[config.mk]
export PLATFORM = sky130hd
export DESIGN_NAME = div_share_ctrl
export DESIGN_NICKNAME = d
export VERILOG_FILES = /design/src/rtl/div_pkg.sv /design/src/rtl/div_step.sv /design/src/rtl/div_share_ctrl.sv
export SDC_FILE = /design/constraint.sdc
export NUM_CORES = 1
export LEC_CHECK = 0
export BUFFER_PORTS_ARGS = -buffer_cell sky130_fd_sc_hd__buf_4
export CAP_MARGIN = 20
export CORE_UTILIZATION = 30
export DETAILED_ROUTE_END_ITERATION = 10
export GPL_ROUTABILITY_DRIVEN = 0
export PLACE_DENSITY = 0.52
export SLEW_MARGIN = 10
export SYNTH_ARGS = -nofsm -noshare
export SYNTH_HDL_FRONTEND = slang
export SYNTH_SLANG_ARGS = --single-unit
[constraint.sdc]
create_clock -name clk -period 3.3 [get_ports clk]
set_input_delay 0.495 -clock clk [delete_from_list [all_inputs] [get_ports clk]]
set_output_delay 0.495 -clock clk [all_outputs]
set_load 0.05 [all_outputs]
[src/rtl/div_pkg.sv]
// div_pkg
//   Shared definitions for the shared iterative restoring divider:
//   controller state encoding, default operand width and the quotient
//   pattern reported for a divide-by-zero.
package div_pkg;

  // Default operand / quotient / remainder width.
  localparam int DEF_WIDTH = 8;

  // Widest operand the divide-by-zero pattern below can cover.
  localparam int MAX_WIDTH = 64;

  // Quotient reported for a zero divisor (all ones); users slice it to WIDTH.
  localparam logic [MAX_WIDTH-1:0] DBZ_QUOT = {MAX_WIDTH{1'b1}};

  // Controller states.
  typedef enum logic [1:0] {
    IDLE = 2'd0,
    CALC = 2'd1,
    DONE = 2'd2
  } state_t;

endpackage

[src/rtl/div_step.sv]
// div_step
//   One restoring-division iteration, purely combinational.
//   Ports:
//     i_rem   - partial remainder before the step
//     i_quot  - shift register (unconsumed dividend bits / quotient bits so far)
//     i_dvs   - divisor
//     o_rem   - partial remainder after the step
//     o_quot  - shift register after the step (new quotient bit in the LSB)
module div_step
  import div_pkg::*;
#(
  parameter int WIDTH = DEF_WIDTH
) (
  input  logic [WIDTH-1:0] i_rem,
  input  logic [WIDTH-1:0] i_quot,
  input  logic [WIDTH-1:0] i_dvs,
  output logic [WIDTH-1:0] o_rem,
  output logic [WIDTH-1:0] o_quot
);

  logic [WIDTH:0] w_t;
  logic [WIDTH:0] w_d;

  // Bring in the next dividend bit, then try to subtract the divisor.
  // The partial remainder is always below the divisor, so w_t fits WIDTH+1 bits.
  assign w_t = {i_rem, i_quot[WIDTH-1]};
  assign w_d = w_t - {1'b0, i_dvs};

  // Keep the difference when it did not borrow, otherwise restore.
  always_comb begin
    o_rem  = w_t[WIDTH-1:0];
    o_quot = {i_quot[WIDTH-2:0], 1'b0};
    if (w_d[WIDTH] == 1'b0) begin
      o_rem  = w_d[WIDTH-1:0];
      o_quot = {i_quot[WIDTH-2:0], 1'b1};
    end else begin
      o_rem  = w_t[WIDTH-1:0];
      o_quot = {i_quot[WIDTH-2:0], 1'b0};
    end
  end

endmodule

[src/rtl/div_share_ctrl.sv]
// div_share_ctrl
//   Shares one iterative restoring divider between two requesters.
//   Round-robin arbitration in IDLE, one quotient bit per cycle in CALC,
//   result held in DONE until the consumer accepts it.
//   Ports:
//     clk, rst_n                 - clock, asynchronous active-low reset
//     req0/dvd0/dvs0, gnt0       - requester 0 request, operands, one-cycle grant
//     req1/dvd1/dvs1, gnt1       - requester 1 request, operands, one-cycle grant
//     out_valid, out_ready       - result handshake
//     out_id, quot, rem, dbz     - owner, quotient, remainder, divide-by-zero
//     busy                       - controller not in IDLE
module div_share_ctrl
  import div_pkg::*;
#(
  parameter int WIDTH = DEF_WIDTH,
  parameter int CNT_W = $clog2(WIDTH)
) (
  input  logic             clk,
  input  logic             rst_n,
  input  logic             req0,
  input  logic [WIDTH-1:0] dvd0,
  input  logic [WIDTH-1:0] dvs0,
  output logic             gnt0,
  input  logic             req1,
  input  logic [WIDTH-1:0] dvd1,
  input  logic [WIDTH-1:0] dvs1,
  output logic             gnt1,
  output logic             out_valid,
  input  logic             out_ready,
  output logic             out_id,
  output logic [WIDTH-1:0] quot,
  output logic [WIDTH-1:0] rem,
  output logic             dbz,
  output logic             busy
);

  localparam logic [CNT_W-1:0] CNT_LAST = CNT_W'(WIDTH - 1);
  localparam logic [CNT_W-1:0] CNT_ONE  = CNT_W'(1);
  localparam logic [CNT_W-1:0] CNT_ZERO = CNT_W'(0);

  state_t           r_state;
  state_t           w_state_nxt;
  logic [CNT_W-1:0] r_cnt;
  logic             r_last_gnt;
  logic             r_out_id;
  logic             r_valid;
  logic             r_dbz;
  logic [WIDTH-1:0] r_quot;
  logic [WIDTH-1:0] r_rem;
  logic [WIDTH-1:0] r_dvs;

  logic             w_gnt0;
  logic             w_gnt1;
  logic             w_grant;
  logic [WIDTH-1:0] w_sel_dvd;
  logic [WIDTH-1:0] w_sel_dvs;
  logic             w_sel_dbz;
  logic             w_cnt_zero;
  logic [WIDTH-1:0] w_step_rem;
  logic [WIDTH-1:0] w_step_quot;

  // Arbiter: port 1 wins when alone, or when both ask and port 0 was served last.
  // Grants are suppressed while reset is asserted.
  always_comb begin
    w_gnt0 = 1'b0;
    w_gnt1 = 1'b0;
    if (rst_n && (r_state == IDLE)) begin
      if (req1 && (!req0 || (r_last_gnt == 1'b0))) begin
        w_gnt1 = 1'b1;
      end else if (req0) begin
        w_gnt0 = 1'b1;
      end else begin
        w_gnt0 = 1'b0;
        w_gnt1 = 1'b0;
      end
    end else begin
      w_gnt0 = 1'b0;
      w_gnt1 = 1'b0;
    end
  end

  assign w_grant    = w_gnt0 | w_gnt1;
  assign w_sel_dvd  = w_gnt1 ? dvd1 : dvd0;
  assign w_sel_dvs  = w_gnt1 ? dvs1 : dvs0;
  assign w_sel_dbz  = (w_sel_dvs == {WIDTH{1'b0}});
  assign w_cnt_zero = (r_cnt == CNT_ZERO);

  div_step #(.WIDTH(WIDTH)) u_step (
    .i_rem  (r_rem),
    .i_quot (r_quot),
    .i_dvs  (r_dvs),
    .o_rem  (w_step_rem),
    .o_quot (w_step_quot)
  );

  // State register.
  always_ff @(posedge clk or negedge rst_n) begin
    if (!rst_n) begin
      r_state <= IDLE;
    end else begin
      r_state <= w_state_nxt;
    end
  end

  // Next-state logic; a consumed result always returns through IDLE before
  // the next grant.
  always_comb begin
    w_state_nxt = r_state;
    case (r_state)
      IDLE: begin
        if (w_grant) begin
          w_state_nxt = w_sel_dbz ? DONE : CALC;
        end else begin
          w_state_nxt = IDLE;
        end
      end
      CALC: begin
        if (w_cnt_zero) begin
          w_state_nxt = DONE;
        end else begin
          w_state_nxt = CALC;
        end
      end
      DONE: begin
        if (r_valid && out_ready) begin
          w_state_nxt = IDLE;
        end else begin
          w_state_nxt = DONE;
        end
      end
      default: w_state_nxt = IDLE;
    endcase
  end

  // Operand capture, iteration and result registers.
  always_ff @(posedge clk or negedge rst_n) begin
    if (!rst_n) begin
      r_cnt      <= CNT_ZERO;
      r_last_gnt <= 1'b1;
      r_out_id   <= 1'b0;
      r_valid    <= 1'b0;
      r_dbz      <= 1'b0;
      r_quot     <= {WIDTH{1'b0}};
      r_rem      <= {WIDTH{1'b0}};
      r_dvs      <= {WIDTH{1'b0}};
    end else begin
      case (r_state)
        IDLE: begin
          if (w_grant) begin
            r_last_gnt <= w_gnt1;
            r_out_id   <= w_gnt1;
            r_dvs      <= w_sel_dvs;
            r_dbz      <= w_sel_dbz;
            if (w_sel_dbz) begin
              r_quot  <= DBZ_QUOT[WIDTH-1:0];
              r_rem   <= w_sel_dvd;
              r_valid <= 1'b1;
              r_cnt   <= CNT_ZERO;
            end else begin
              r_quot  <= w_sel_dvd;
              r_rem   <= {WIDTH{1'b0}};
              r_cnt   <= CNT_LAST;
            end
          end
        end
        CALC: begin
          // The step still runs on the final count.
          r_rem  <= w_step_rem;
          r_quot <= w_step_quot;
          if (w_cnt_zero) begin
            r_valid <= 1'b1;
          end else begin
            r_cnt <= r_cnt - CNT_ONE;
          end
        end
        DONE: begin
          if (out_ready) begin
            r_valid <= 1'b0;
          end
        end
        default: r_valid <= 1'b0;
      endcase
    end
  end

  assign gnt0      = w_gnt0;
  assign gnt1      = w_gnt1;
  assign out_valid = r_valid;
  assign out_id    = r_out_id;
  assign quot      = r_quot;
  assign rem       = r_rem;
  assign dbz       = r_dbz;
  assign busy      = (r_state != IDLE);

endmodule
==> flow_summary.yaml, run 1 <==
sta:
  fin_crit_sh_pct: 81.69
  maxSlewHeadroom_pct: 52.26
  tns_ns: 0
  timing.final.hold_violations: 0
  period_needed_ns: 2.696
  slew_violations: 0
  fmax_mhz: 371.0
  setup_viol: 0
  grt_setup_unrepaired: "false"
  finClkSkew_ns: 0.007351
  worstMarginPinSlew_ns: 0.7135
setup_path:
  crit_path_start_kind: "flop"
  critPathBufInv: 1
  worstSetupEndpointType: "flop"
  path_cells: "inv_1 > ha_1 > fa_1 > nand2b_1 > a211oi_4 > mux2i_4 > a211oi_1 > a31o_1 > a221o_1"
  slowest_stage: "mux2i_4"
  cp.arrival_ns: 2.86
  cp_max_fo: 6
  crit_type: "reg2reg"
  critical_path.top_delay_family: "compound AO/OA/AOI/OAI gates"
  cpPeakStageDelay_ns: 0.41
  worst_ep_required_time_ns: 3.46
global_route:
  grt_pass1_vias: 1942
  grt.overflow.total: 0
  antenna_found_initial: 0
  grt_util_all_layers_pct: 16.65
  grt_start_max_net_pins: 34
  grt_pass1_wl_um: 9791
pwr:
  p_int_mw: 1.815
  p_leak_nw: 1.471
  sw_frac_of_total_pct: 49.79
  powerDensity_nw_per_um2: 1236
  switchingPower_mw: 1.800
  max-vdd-ir-drop_mv: 0.3467
  p_clk_share_pct: 11.0
  comb_power_share_pct: 66.9
  pwr-share-seq_pct: 22.1
floorplan:
  core-area_um2: 7253
  start_util_pct: 31.10
  top_level_ports: 59
  die_w_um: 88.72
  dieArea_um2: 7870
  rows: 31
  die_h_um: 88.72
worst_hold_path:
  hold_class: "in2async"
final_layout:
  diodes: 0
  area_growth_pct: 29.67
  fin_nets: 353
  nFillCells: 799
  fin_area_um2: 2925
  drive_gt1_share_pct: 28.10
placed_design:
  dpl_cell_area_um2: 2809
  hpwl_um: 4641
  port_buffers: 58
drt:
  drt_iter0_markers: 126
  antenna_left: 0
  via_per_inst: 4.923
  num_vias: 1994
  post_drt_wl_per_cell_um: 14.79
  firstDrtPassIters: 4
  drt_wl_total_um: 5991
  remaining_drc_errors: 0
clock_network:
  cts.sinks: 33
  clockBufferDepth: 2
  cts_setup_buffers: 0
  post_cts_resized: 0
  clk_latency_ns: 0.28
  path_clk_slew_ns: 0.07
  hold_buffers: 0
  clk_root_buffer_cell: "clkbuf_8"
  cts_tree: "yes"
  cts_inserted_buffers: 5
  cts.htree.levels: 2
logic_synthesis:
  ys_top_cells_by_count: "dfrtp_1 (32), nand2_1 (26), a21oi_1 (24), mux2i_1 (21), inv_1 (16)"
  ys.flop_type: "dfrtp_1"
  synthTopCellsByArea: "dfrtp_1 (35%), mux2i_1 (9.3%), ha_1 (5.5%), a21oi_1 (5.3%), nand2_1 (4.3%)"
  yosysMostFrequentCell: "dfrtp_1"
  avgSynthCellArea_um2: 9.208
  synth_warnings: 0
  syn-instance-count: 245
  synth_top_cell_area_share_pct: 35.50
  synth_seq_area_share_pct: 36.66
  ys_ff_latch: 33
  synth_area_um2: 2256
  yosys.area.top_type: "dfrtp_1"
  synth_edf_count: 0
  synth-async-reset-ratio_pct: 100.0
  synth_cell_type_count: 48
  syn_nets: 293
run:
  maxCapViolCount: 0
status:
  status: "finished clean"
==> registers in the layout, summed over array words and instances (netlist names) <==
register / count
r_last_gnt: 1
rem: 8
r_dvs: 8
out_id: 1
dbz: 1
out_valid: 1
quot: 8
r_state: 2
r_cnt: 3
==> logic make-up after synthesis <==
| logic type | count (synthesis) | synth area share [%] |
|---|---|---|
| mux | 23 | 10.82 |
| simple gates | 68 | 15.59 |
| buf+inv | 27 | 4.936 |
| fa+ha+maj | 11 | 6.434 |
| flops | 33 | 36.66 |
| compound gates | 81 | 24.79 |
| xor+xnor | 2 | 0.7766 |
==> routing by layer <==
metal  vias up  routed length [um]  GRT usage (%)
met2        42                2920          27.34
met4         0                  65          5.718
met3         6                 254          2.799
li1       1000                   -              -
met5         -                   0              0
met1       946                2751          22.15
==> cell usage in the layout (no fill, tap or decap), drive strengths merged, types with 3 or more instances in the layout <==
cell	count
nor3	4
mux2i	22
o21a	4
nor2	15
inv	16
a21o	8
ha	10
a31oi	3
nor2b	3
a2bb2oi	3
o21ai	20
o31a	3
nor4	4
nand2b	6
a21oi	24
clkbuf	7
nand2	28
dfrtp	32
a211oi	4
buf	64
a221o	3
==> worst register-to-register path: stages, from the launching register on <==
cell and delay, ns:
dfrtp_1 0.37, inv_1 0.06, ha_1 0.22, fa_1 0.40, nand2b_1 0.22, a211oi_4 0.28, mux2i_4 0.41, a211oi_1 0.13
a31o_1 0.20, a221o_1 0.28
==> worst paths after layout <==
check                              to  depth (start not counted)        from  slack [ns]
max reg2reg                    rem[3]                          9     quot[7]        0.60
min in group clk           r_last_gnt                          2  r_last_gnt        0.47
max in group asynchronous  r_last_gnt                          2       rst_n        2.66
max                            rem[3]                          9     quot[7]        0.60
min reg2reg                r_last_gnt                          2  r_last_gnt        0.47
min                           quot[3]                          2       rst_n        0.29
==> power by group through the flow <==
stage	combinational, mW	clock (mW)	sequential [mW]
3_5_place_dp	2.43	0	0.808
3_3_place_gp	2.42	0	0.804
2_1_floorplan	1.53	0	1.12
5_1_grt	2.69	0.427	0.831
4_1_cts	2.44	0.411	0.800
6_report	2.42	0.399	0.798
==> metrics by stage <==
stage	worst slack (ns)	instances	power [mW]	hold WS, ns	utilization (%)
after global routing	0.4471	405	3.946	0.3249	40.33
after global placement	0.6566	397	3.227	0.4569	38.73
after CTS	0.6002	405	3.653	0.3118	40.33
after detailed placement	0.6261	397	3.239	0.4663	38.73
after floorplan	0.3896	245	2.642	0.1994	-
final	0.6043	405	3.615	0.2906	40.33
==> layout make-up <==
cell class / instances / area, um^2 / area share [%]
Tap cell: 99 / 123.9 / 4.234
Inverter: 16 / 60.06 / 2.053
Multi-Input combinational cell: 185 / 1318 / 45.04
Clock buffer: 7 / 86.33 / 2.951
Timing Repair Buffer: 64 / 480.5 / 16.42
Sequential cell: 33 / 827.0 / 28.27
Clock inverter: 1 / 30.03 / 1.027
(Power assumes the default switching activity.)
==> run 2: changes to the inputs <==
==> constraint.sdc (replaced) <==
create_clock -name clk -period 2.68 [get_ports clk]
set_input_delay 0.402 -clock clk [delete_from_list [all_inputs] [get_ports clk]]
set_output_delay 0.402 -clock clk [all_outputs]
set_load 0.05 [all_outputs]
==> run 2 against run 1 <==
Compared with the run above: die area did not move; via count rose by 2.1%; hold slack got worse by 0.15 ns; first-iteration DRC count fell by 48%; non-clock buffer count rose by 5; sequential share of layout area fell by 0.23 points; clock-buffer cell count did not move; clock power rose by 2%.
==> flow_summary.yaml, run 2 (synthesis gave the netlist of run 1 again) <==
status:
  status: "finished clean"
setup_path:
  worst_ep_required_time_ns: 2.85
  worstSetupEndpointType: "flop"
  cp_max_fo: 5
  worstReg2RegStart: "quot[7]"
  slowest_stage: "mux2i_4"
  critical_path.top_delay_family: "compound AO/OA/AOI/OAI gates"
  reg2reg_slack_ns: 0.10
  cpPeakStageDelay_ns: 0.40
  crit_start: "quot[7]"
  critPathBufInv: 1
  crit_type: "reg2reg"
  path_cells: "inv_2 > ha_1 > fa_2 > nand2b_4 > a211oi_4 > mux2i_4 > a211oi_2 > a31o_1 > a221o_1"
  cp.arrival_ns: 2.74
  crit_path_start_kind: "flop"
sta:
  setup_ws_ns: 0.1047
  period_needed_ns: 2.575
  finClkSkew_ns: 0.01349
  worstMarginPinSlew_ns: 0.4358
  grt_setup_unrepaired: "false"
  timing.final.hold_violations: 0
  fin_crit_sh_pct: 96.09
  tns_ns: 0
  setup_viol: 0
  fmax_mhz: 388.3
  slew_violations: 0
  maxSlewHeadroom_pct: 70.95
final_layout:
  area_growth_pct: 31.11
  final_common_cell: "buf_4"
  fin_area_um2: 2958
  fin_nets: 358
  final_cell_mix: "buf_4 (69), dfrtp_1 (30), nand2_1 (26)"
  drive_gt1_share_pct: 31.19
  diodes: 0
clock_network:
  clk_root_buffer_cell: "clkbuf_8"
  cts_tree: "yes"
  cts_inserted_buffers: 5
  clk_latency_ns: 0.29
  cts.htree.levels: 2
  path_clk_slew_ns: 0.08
  cts.sinks: 33
  clockBufferDepth: 2
placed_design:
  port_buffers: 58
  hpwl_um: 4626
  place_ws_ns: 0.1105
  dpl_cell_area_um2: 2849
drt:
  firstDrtPassIters: 4
  drt_iter0_markers: 66
  antenna_left: 0
  remaining_drc_errors: 0
  drt_wl_total_um: 5920
  num_vias: 2036
  post_drt_wl_per_cell_um: 14.44
  via_per_inst: 4.966
pwr:
  p_leak_nw: 1.482
  powerDensity_nw_per_um2: 1516
  max-vdd-ir-drop_mv: 0.4918
global_route:
  grt_pass1_vias: 1994
  grt_util_all_layers_pct: 16.52
  grt.overflow.total: 0
  grt_start_max_net_pins: 34
  grt_pass1_wl_um: 9715
  antenna_found_initial: 0
floorplan:
  die_w_um: 88.72
  rows: 31
  dieArea_um2: 7870
  start_util_pct: 31.10
  top_level_ports: 59
  core-area_um2: 7253
  die_h_um: 88.72
worst_hold_path:
  hold_class: "in2async"
run:
  maxCapViolCount: 0
## run 2: final timing paths
kind | endpoint | cells past startpoint
max reg2reg | rem[3] | 9
min | r_cnt[2] | 2
max | rem[3] | 9
min reg2reg | r_last_gnt | 2
max in group asynchronous | quot[7] | 2
min in group clk | r_dvs[4] | 3
## run 2: metal layers
metal / wire length [um] / share of wire [%] / global-route usage (%)
met4: 71 / 1.2 / 4.839
met3: 147 / 2.5 / 4.198
met2: 3083 / 52 / 28.88
met5: 0 / 0 / 0
met1: 2618 / 44 / 19.99
## run 2: final cells by class
| type | count | area, um^2 |
|---|---|---|
| Tap cell | 99 | 123.9 |
| Timing Repair Buffer | 69 | 518.0 |
| Fill cell | 750 | 4295 |
| Multi-Input combinational cell | 185 | 1333 |
| Clock buffer | 7 | 86.33 |
| Clock inverter | 1 | 7.507 |
| Sequential cell | 33 | 829.5 |
| Inverter | 16 | 60.06 |
## run 2: through the flow
step	util [%]	hold WS, ns	std cells	total power [mW]
after detailed placement	39.28	0.4623	400	4.082
after global placement	39.28	0.4578	400	4.061
final	40.78	0.1443	410	4.483
after global routing	40.78	0.1740	410	4.878
after floorplan	-	0.1064	245	3.302
after CTS	40.57	0.1615	408	4.499
## run 2: worst register-to-register path, stage by stage, from the launching register on
cell and delay, ns:
dfrtp_2 0.38, inv_2 0.04, ha_1 0.22, fa_2 0.37, nand2b_4 0.17, a211oi_4 0.29
mux2i_4 0.40, a211oi_2 0.12, a31o_1 0.20, a221o_1 0.28
## run 2: what timing repair did
action / 4_1_cts / 5_1_grt
endpoints found under the setup margin: 0 / 1
buffers inserted: 0 / 2
hold buffers: 0 / 0
resized for setup: 0 / 0
## run 2: report_power, final
group          leakage, nW  switching [mW]  internal, mW
Combinational         1.04            1.86          1.26
Sequential           0.401           0.200         0.760
Clock               0.0445           0.197         0.209
Total                 1.48            2.26          2.23
